`src/rtl/mux_param_registrado_pkg.sv`:
```
// Shared datapath constants and types for the registered pipeline-stage mux.
package mux_param_registrado_pkg;

   localparam int MUX_WIDTH = 32;
   localparam int CNT_STALL_W = 8;
   localparam logic [CNT_STALL_W-1:0] CNT_STALL_MAX = 8'd255;
   localparam logic [31:0] MUX_RESET_VAL = 32'h0;

   // Status bits that travel with the registered word through the stage
   typedef struct packed {
      logic valido;
      logic selInvalido;
   } flags_t;

endpackage

```
`src/rtl/mux_param_registrado_if.sv`:
```
// Bus bundle for the registered mux stage: channel data, select and
// pipeline controls going in, registered word and status coming out.
interface mux_param_registrado_if
   import mux_param_registrado_pkg::*;
#(
   parameter int WIDTH  = MUX_WIDTH,
   parameter int NUM_IN = 4,
   parameter int SEL_W  = $clog2(NUM_IN)
);

   logic [NUM_IN*WIDTH-1:0] entradas;
   logic [SEL_W-1:0]        sel;
   logic                    valido_in;
   logic                    habilitar;
   logic                    vaciar;
   logic [WIDTH-1:0]        salida;
   logic                    valido_out;
   logic                    sel_invalido;
   logic [CNT_STALL_W-1:0]  cnt_stall;

   modport master (
      output entradas, sel, valido_in, habilitar, vaciar,
      input  salida, valido_out, sel_invalido, cnt_stall
   );

   modport slave (
      input  entradas, sel, valido_in, habilitar, vaciar,
      output salida, valido_out, sel_invalido, cnt_stall
   );

endinterface

```
`src/rtl/mux_param_registrado_registro_etapa.sv`:
```
// Generic pipeline-stage register: reset beats flush, flush beats enable,
// and with neither the stored value is held (stall).
module registro_etapa #(
   parameter int               WIDTH     = 32,
   parameter logic [WIDTH-1:0] RESET_VAL = '0
) (
   input  logic             clk,
   input  logic             reset,
   input  logic             vaciar,
   input  logic             habilitar,
   input  logic [WIDTH-1:0] d,
   output logic [WIDTH-1:0] q
);

   // Reset and flush both inject the reset value; otherwise advance or hold
   always_ff @(posedge clk) begin
      if (reset || vaciar) begin
         q <= RESET_VAL;
      end else if (habilitar) begin
         q <= d;
      end
   end

endmodule

```
`src/rtl/mux_param_registrado.sv`:
```
// Registered N-input datapath mux: selects one channel, latches it behind a
// stall-able/flushable stage register and tracks illegal selects and how
// long a valid word has been stalled.
module mux_param_registrado
   import mux_param_registrado_pkg::*;
#(
   parameter int               WIDTH     = MUX_WIDTH,
   parameter int               NUM_IN    = 4,
   parameter int               SEL_W     = $clog2(NUM_IN),
   parameter logic [WIDTH-1:0] RESET_VAL = WIDTH'(MUX_RESET_VAL)
) (
   input logic                        clk,
   input logic                        reset,
   mux_param_registrado_if.slave      bus
);

   logic [SEL_W-1:0]       selIn;
   logic [WIDTH-1:0]       muxWord;
   logic                   selLegal;
   flags_t                 flagsNext;
   flags_t                 flagsQ;
   logic [WIDTH-1:0]       salidaQ;
   logic [CNT_STALL_W-1:0] cntStall;

   assign selIn = bus.sel;

   // Select decode: out-of-range selects fall through to the reset value,
   // which only matters when NUM_IN is not a power of two
   always_comb begin
      muxWord  = RESET_VAL;
      selLegal = 1'b0;
      for (int k = 0; k < NUM_IN; k++) begin
         if (int'(selIn) == k) begin
            muxWord  = bus.entradas[k*WIDTH +: WIDTH];
            selLegal = 1'b1;
         end
      end
   end

   // Status to capture alongside the word; an illegal select is only
   // flagged for a word that is actually valid
   always_comb begin
      flagsNext.valido      = bus.valido_in;
      flagsNext.selInvalido = bus.valido_in & ~selLegal;
   end

   registro_etapa #(
      .WIDTH     (WIDTH),
      .RESET_VAL (RESET_VAL)
   ) uDatos (
      .clk       (clk),
      .reset     (reset),
      .vaciar    (bus.vaciar),
      .habilitar (bus.habilitar),
      .d         (muxWord),
      .q         (salidaQ)
   );

   registro_etapa #(
      .WIDTH     ($bits(flags_t)),
      .RESET_VAL ('0)
   ) uFlags (
      .clk       (clk),
      .reset     (reset),
      .vaciar    (bus.vaciar),
      .habilitar (bus.habilitar),
      .d         (flagsNext),
      .q         (flagsQ)
   );

   // Counts consecutive stalled edges while a valid word is held; saturates
   // rather than wrapping and clears on any advance, flush or reset
   always_ff @(posedge clk) begin
      if (reset || bus.vaciar || bus.habilitar) begin
         cntStall <= '0;
      end else if (flagsQ.valido && (cntStall != CNT_STALL_MAX)) begin
         cntStall <= cntStall + CNT_STALL_W'(1);
      end
   end

   assign bus.salida       = salidaQ;
   assign bus.valido_out   = flagsQ.valido;
   assign bus.sel_invalido = flagsQ.selInvalido;
   assign bus.cnt_stall    = cntStall;

endmodule
```
`src/flat_wrapper.sv`:
```
// flat-port wrapper written by rule: the top's interface ports become plain ports
module mux_param_registrado_flat import mux_param_registrado_pkg::*;
#(
   parameter int               WIDTH     = MUX_WIDTH,
   parameter int               NUM_IN    = 4,
   parameter int               SEL_W     = $clog2(NUM_IN),
   parameter logic [WIDTH-1:0] RESET_VAL = WIDTH'(MUX_RESET_VAL)
)
  (clk, reset, bus_entradas, bus_sel, bus_valido_in, bus_habilitar, bus_vaciar, bus_salida, bus_valido_out, bus_sel_invalido, bus_cnt_stall);
  mux_param_registrado_if #(.WIDTH(WIDTH), .NUM_IN(NUM_IN), .SEL_W(SEL_W)) bus_i ();
  input logic clk;
  input logic reset;
  input wire logic [$bits(bus_i.entradas)-1:0] bus_entradas;
  input wire logic [$bits(bus_i.sel)-1:0] bus_sel;
  input wire logic [$bits(bus_i.valido_in)-1:0] bus_valido_in;
  input wire logic [$bits(bus_i.habilitar)-1:0] bus_habilitar;
  input wire logic [$bits(bus_i.vaciar)-1:0] bus_vaciar;
  output wire logic [$bits(bus_i.salida)-1:0] bus_salida;
  output wire logic [$bits(bus_i.valido_out)-1:0] bus_valido_out;
  output wire logic [$bits(bus_i.sel_invalido)-1:0] bus_sel_invalido;
  output wire logic [$bits(bus_i.cnt_stall)-1:0] bus_cnt_stall;
  assign bus_i.entradas = bus_entradas;
  assign bus_i.sel = bus_sel;
  assign bus_i.valido_in = bus_valido_in;
  assign bus_i.habilitar = bus_habilitar;
  assign bus_i.vaciar = bus_vaciar;
  assign bus_salida = bus_i.salida;
  assign bus_valido_out = bus_i.valido_out;
  assign bus_sel_invalido = bus_i.sel_invalido;
  assign bus_cnt_stall = bus_i.cnt_stall;
  mux_param_registrado #(.WIDTH(WIDTH), .NUM_IN(NUM_IN), .SEL_W(SEL_W), .RESET_VAL(RESET_VAL)) u_core (.clk(clk), .reset(reset), .bus(bus_i));
endmodule
```
`config.mk`:
```
export PLATFORM = sky130hd
export DESIGN_NAME = mux_param_registrado_flat
export DESIGN_NICKNAME = d
export VERILOG_FILES = /design/src/rtl/mux_param_registrado_pkg.sv /design/src/rtl/mux_param_registrado_if.sv /design/src/rtl/mux_param_registrado_registro_etapa.sv /design/src/rtl/mux_param_registrado.sv /design/src/flat_wrapper.sv
export SDC_FILE = /design/constraint.sdc
export NUM_CORES = 1
export LEC_CHECK = 0
export CAP_MARGIN = 20
export CORE_ASPECT_RATIO = 1.4
export CORE_UTILIZATION = 30
export DETAILED_ROUTE_END_ITERATION = 8
export PLACE_DENSITY_LB_ADDON = 0.08
export SETUP_SLACK_MARGIN = 0.3
export SLEW_MARGIN = 20
export SYNTH_ARGS = -nofsm -noshare
export SYNTH_HDL_FRONTEND = slang
export SYNTH_SLANG_ARGS = --single-unit
```
`constraint.sdc`:
```
create_clock -name clk -period 2.3 [get_ports clk]
set_input_delay 0.46 -clock clk [delete_from_list [all_inputs] [get_ports clk]]
set_output_delay 0.46 -clock clk [all_outputs]
set_load 0.02 [all_outputs]
```
==> results.json <==
{
  "die_area_sq_mm": 0.00787,
  "fin_crit_ns": 1.92,
  "synthToLayoutAreaGrowth_pct": 86.8,
  "path_cells": "clkdlybuf4s50_1",
  "cp-end-kind": "primary output",
  "drt_iter0_drc": 42,
  "drive_gt1_share_pct": 14.1,
  "yosysSeqAreaShare_pct": 37.3,
  "p_leak_nw": 1.49,
  "route.detailed.drc": 0,
  "final_nets": 476,
  "crit_arrival_ns": 1.46,
  "start_util_pct": 30.8,
  "layout_common_cells": "175 x clkdlybuf4s50_1, 41 x dfxtp_1, 32 x a22o_1",
  "syn_area_per_cell_sq_um": 13.4,
  "synth.area.top_cells": "dfxtp_1 37%, mux4_2 30%, a22o_1 12%",
  "dp_hpwl_mm": 5.73,
  "die_h_um": 105,
  "synthCells": 168,
  "first_pass_iters": 4,
  "cap_violations": 0,
  "gp_congestion": 0.773,
  "clk_latency_ns": 0.29,
  "routedWlPerCell_um": 16.7,
  "grt_pass1_wl_mm": 11.6,
  "io_pins": 177,
  "track_usage_pct": 19.5,
  "syn_nets": 304,
  "period_share_pct": 83.3,
  "worst_slew_pin_slew_ns": 0.368,
  "wl_mm": 7.29,
  "synth_seq_cells": 42,
  "p_switching_mw": 0.411,
  "outcome": "finished clean",
  "cp_num_buf_inv": 1,
  "setup_viol": 0,
  "root_buffer": "clkbuf_8",
  "h-tree-depth": 2,
  "cts_tree": "done",
  "power_mw": 1.72,
  "fmax_mhz": 522,
  "timing.hold.ws_ns": 0.469,
  "vias": 2243,
  "grt.overflow.total": 0,
  "die_w_um": 75.2,
  "switching_share_pct": 23.9,
  "final_common_cell": "clkdlybuf4s50_1",
  "synth_cell_types": 27,
  "p_comb_share_pct": 28.8,
  "startpoint": "u_core.bus.cnt_stall[3]",
  "reg2regPathDepth": 3,
  "clkSlewWorstSetupHoldPaths_ns": 0.08,
  "required_ns": 1.84,
  "core_sq_mm": 0.00731,
  "slew_headroom_pct": 74.8,
  "reg2reg_from": "u_core.bus.cnt_stall[0]",
  "antenna_found_initial": 0,
  "finClkSkew_ns": 0.00155,
  "vdd_ir_drop_max_v": 0.000261,
  "clock_sinks": 42,
  "hold_path_class": "flop to flop",
  "cp.depth": 1,
  "cp_max_fo": 10,
  "crit_family": "buffers and inverters",
  "numCtsBuffers": 5,
  "grt_pass1_vias": 2477,
  "rsz0062_at_grt": "no",
  "vias_per_cell": 5.13,
  "min_path_cells": 1,
  "r2r_slack_ns": 0.93,
  "hold_violations": 0,
  "power_frac_seq_pct": 44.4,
  "ys_warn_count": 0,
  "final_max_slew_viol_count": 0,
  "num_antenna_cells": 0,
  "synthArstFlopShare_pct": 0,
  "synth_top_area_share_pct": 37.3,
  "yosys.area.top_type": "dfxtp_1",
  "p_per_area_mw_per_mm2": 408,
  "synth_edf_count": 0,
  "hold_buffers": 0,
  "clock_power_share_pct": 26.8,
  "synthesis.area_sq_mm": 0.00225,
  "cts_buffer_depth": 2,
  "cpPeakStageDelay_ns": 0.66,
  "finalSetupTns_ns": 0,
  "portBuffers": 176,
  "rows": 37,
  "intPower_mw": 1.31,
  "crit_type": "flop to primary output",
  "grt_max_degree": 38,
  "crit_slowest_cell": "clkdlybuf4s50_1",
  "ant_nets": 0,
  "synth_ff_type": "dfxtp_1",
  "crit_end": "bus_cnt_stall[3]",
  "setup.worst_path.start_class": "flop",
  "r2r-end": "u_core.bus.cnt_stall[5]"
}
==> registers in the layout (all words and copies together) (netlist names) <==
name                  cells
u_core.uDatos.q          32
u_core.bus.cnt_stall      8
u_core.uFlags.q           2
==> how the worst min path moves through the flow <==
stage                               end           startpoint
finish               u_core.uFlags.q[0]   u_core.uFlags.q[0]
global route        u_core.uDatos.q[21]  u_core.uDatos.q[21]
CTS                  u_core.uFlags.q[0]   u_core.uFlags.q[0]
detailed placement   u_core.uFlags.q[0]   u_core.uFlags.q[0]
floorplan            u_core.uFlags.q[1]                reset
global placement     u_core.uFlags.q[0]   u_core.uFlags.q[0]
==> Yosys cell counts (2+ instances only) <==
library cell / count
nand4_1: 3
a211oi_1: 4
nand2_1: 5
buf_6: 4
a21oi_1: 4
a22o_1: 32
a41oi_1: 2
mux4_1: 2
and4_1: 2
clkbuf_1: 4
a31oi_1: 2
inv_1: 3
buf_2: 10
mux2i_1: 3
nor4_1: 2
nand3_1: 2
nor3_1: 4
dfxtp_1: 42
mux4_2: 30
==> metrics by stage <==
stage / cells / instance area (sq um) / setup slack (ns) / utilization (%)
CTS: 437 / 4210 / 0.319 / 57.5
finish: 437 / 4210 / 0.385 / 57.6
floorplan: 168 / 2250 / 0.793 / -
global placement: 430 / 4130 / 0.442 / 56.5
detailed placement: 430 / 4130 / 0.415 / 56.5
global route: 437 / 4210 / 0.301 / 57.6
==> cell families (layout without fill, tap and decap cells) <==
family | after synthesis | in the layout | synth area share [%]
buffers and inverters | 21 | 193 | 5.39
AO/OA/AOI/OAI | 45 | 45 | 16.4
flip-flops | 42 | 42 | 37.3
AND/OR/NAND/NOR | 24 | 24 | 6.72
multiplexers | 35 | 35 | 33.6
adder cells (fa/ha/maj) | 1 | 1 | 0.555
==> cell type report <==
cell class,instances,area (sq um)
tap,97,121
clock buffer,5,68.8
clock inverter,2,10.0
timing repair buffer,183,1860
inverter,3,11.3
fill,671,3100
sequential,42,842
multi-input combinational,105,1300
==> power by group through the flow <==
stage | Sequential, mW | Clock [mW] | Combinational [mW]
5_1_grt | 0.766 | 0.507 | 0.527
6_report | 0.763 | 0.461 | 0.494
3_3_place_gp | 0.779 | 0 | 0.495
3_5_place_dp | 0.780 | 0 | 0.500
4_1_cts | 0.763 | 0.486 | 0.501
2_1_floorplan | 0.807 | 0 | 0.167
==> worst reg2reg max path: cells and delay by family (launching register included) <==
kind            cells  cell delay [ns]
compound gates      2             0.55
fa+ha+maj           1             0.33
flops               1             0.37
==> what timing repair did <==
item,4_1_cts,5_1_grt
resized for setup,0,1
setup buffers,0,0
setup endpoints to repair,0,1
==> routing by layer <==
metal	up-vias	GRT usage [%]	part of all wire (%)	wire length, um
met4	0	7.54	2.5	179
met2	110	36.0	55	4030
met5	-	0	0	0
met1	1079	19.8	34	2500
li1	1042	-	-	-
met3	12	5.69	7.9	578
No activity file was read; power rests on OpenSTA's default activity.
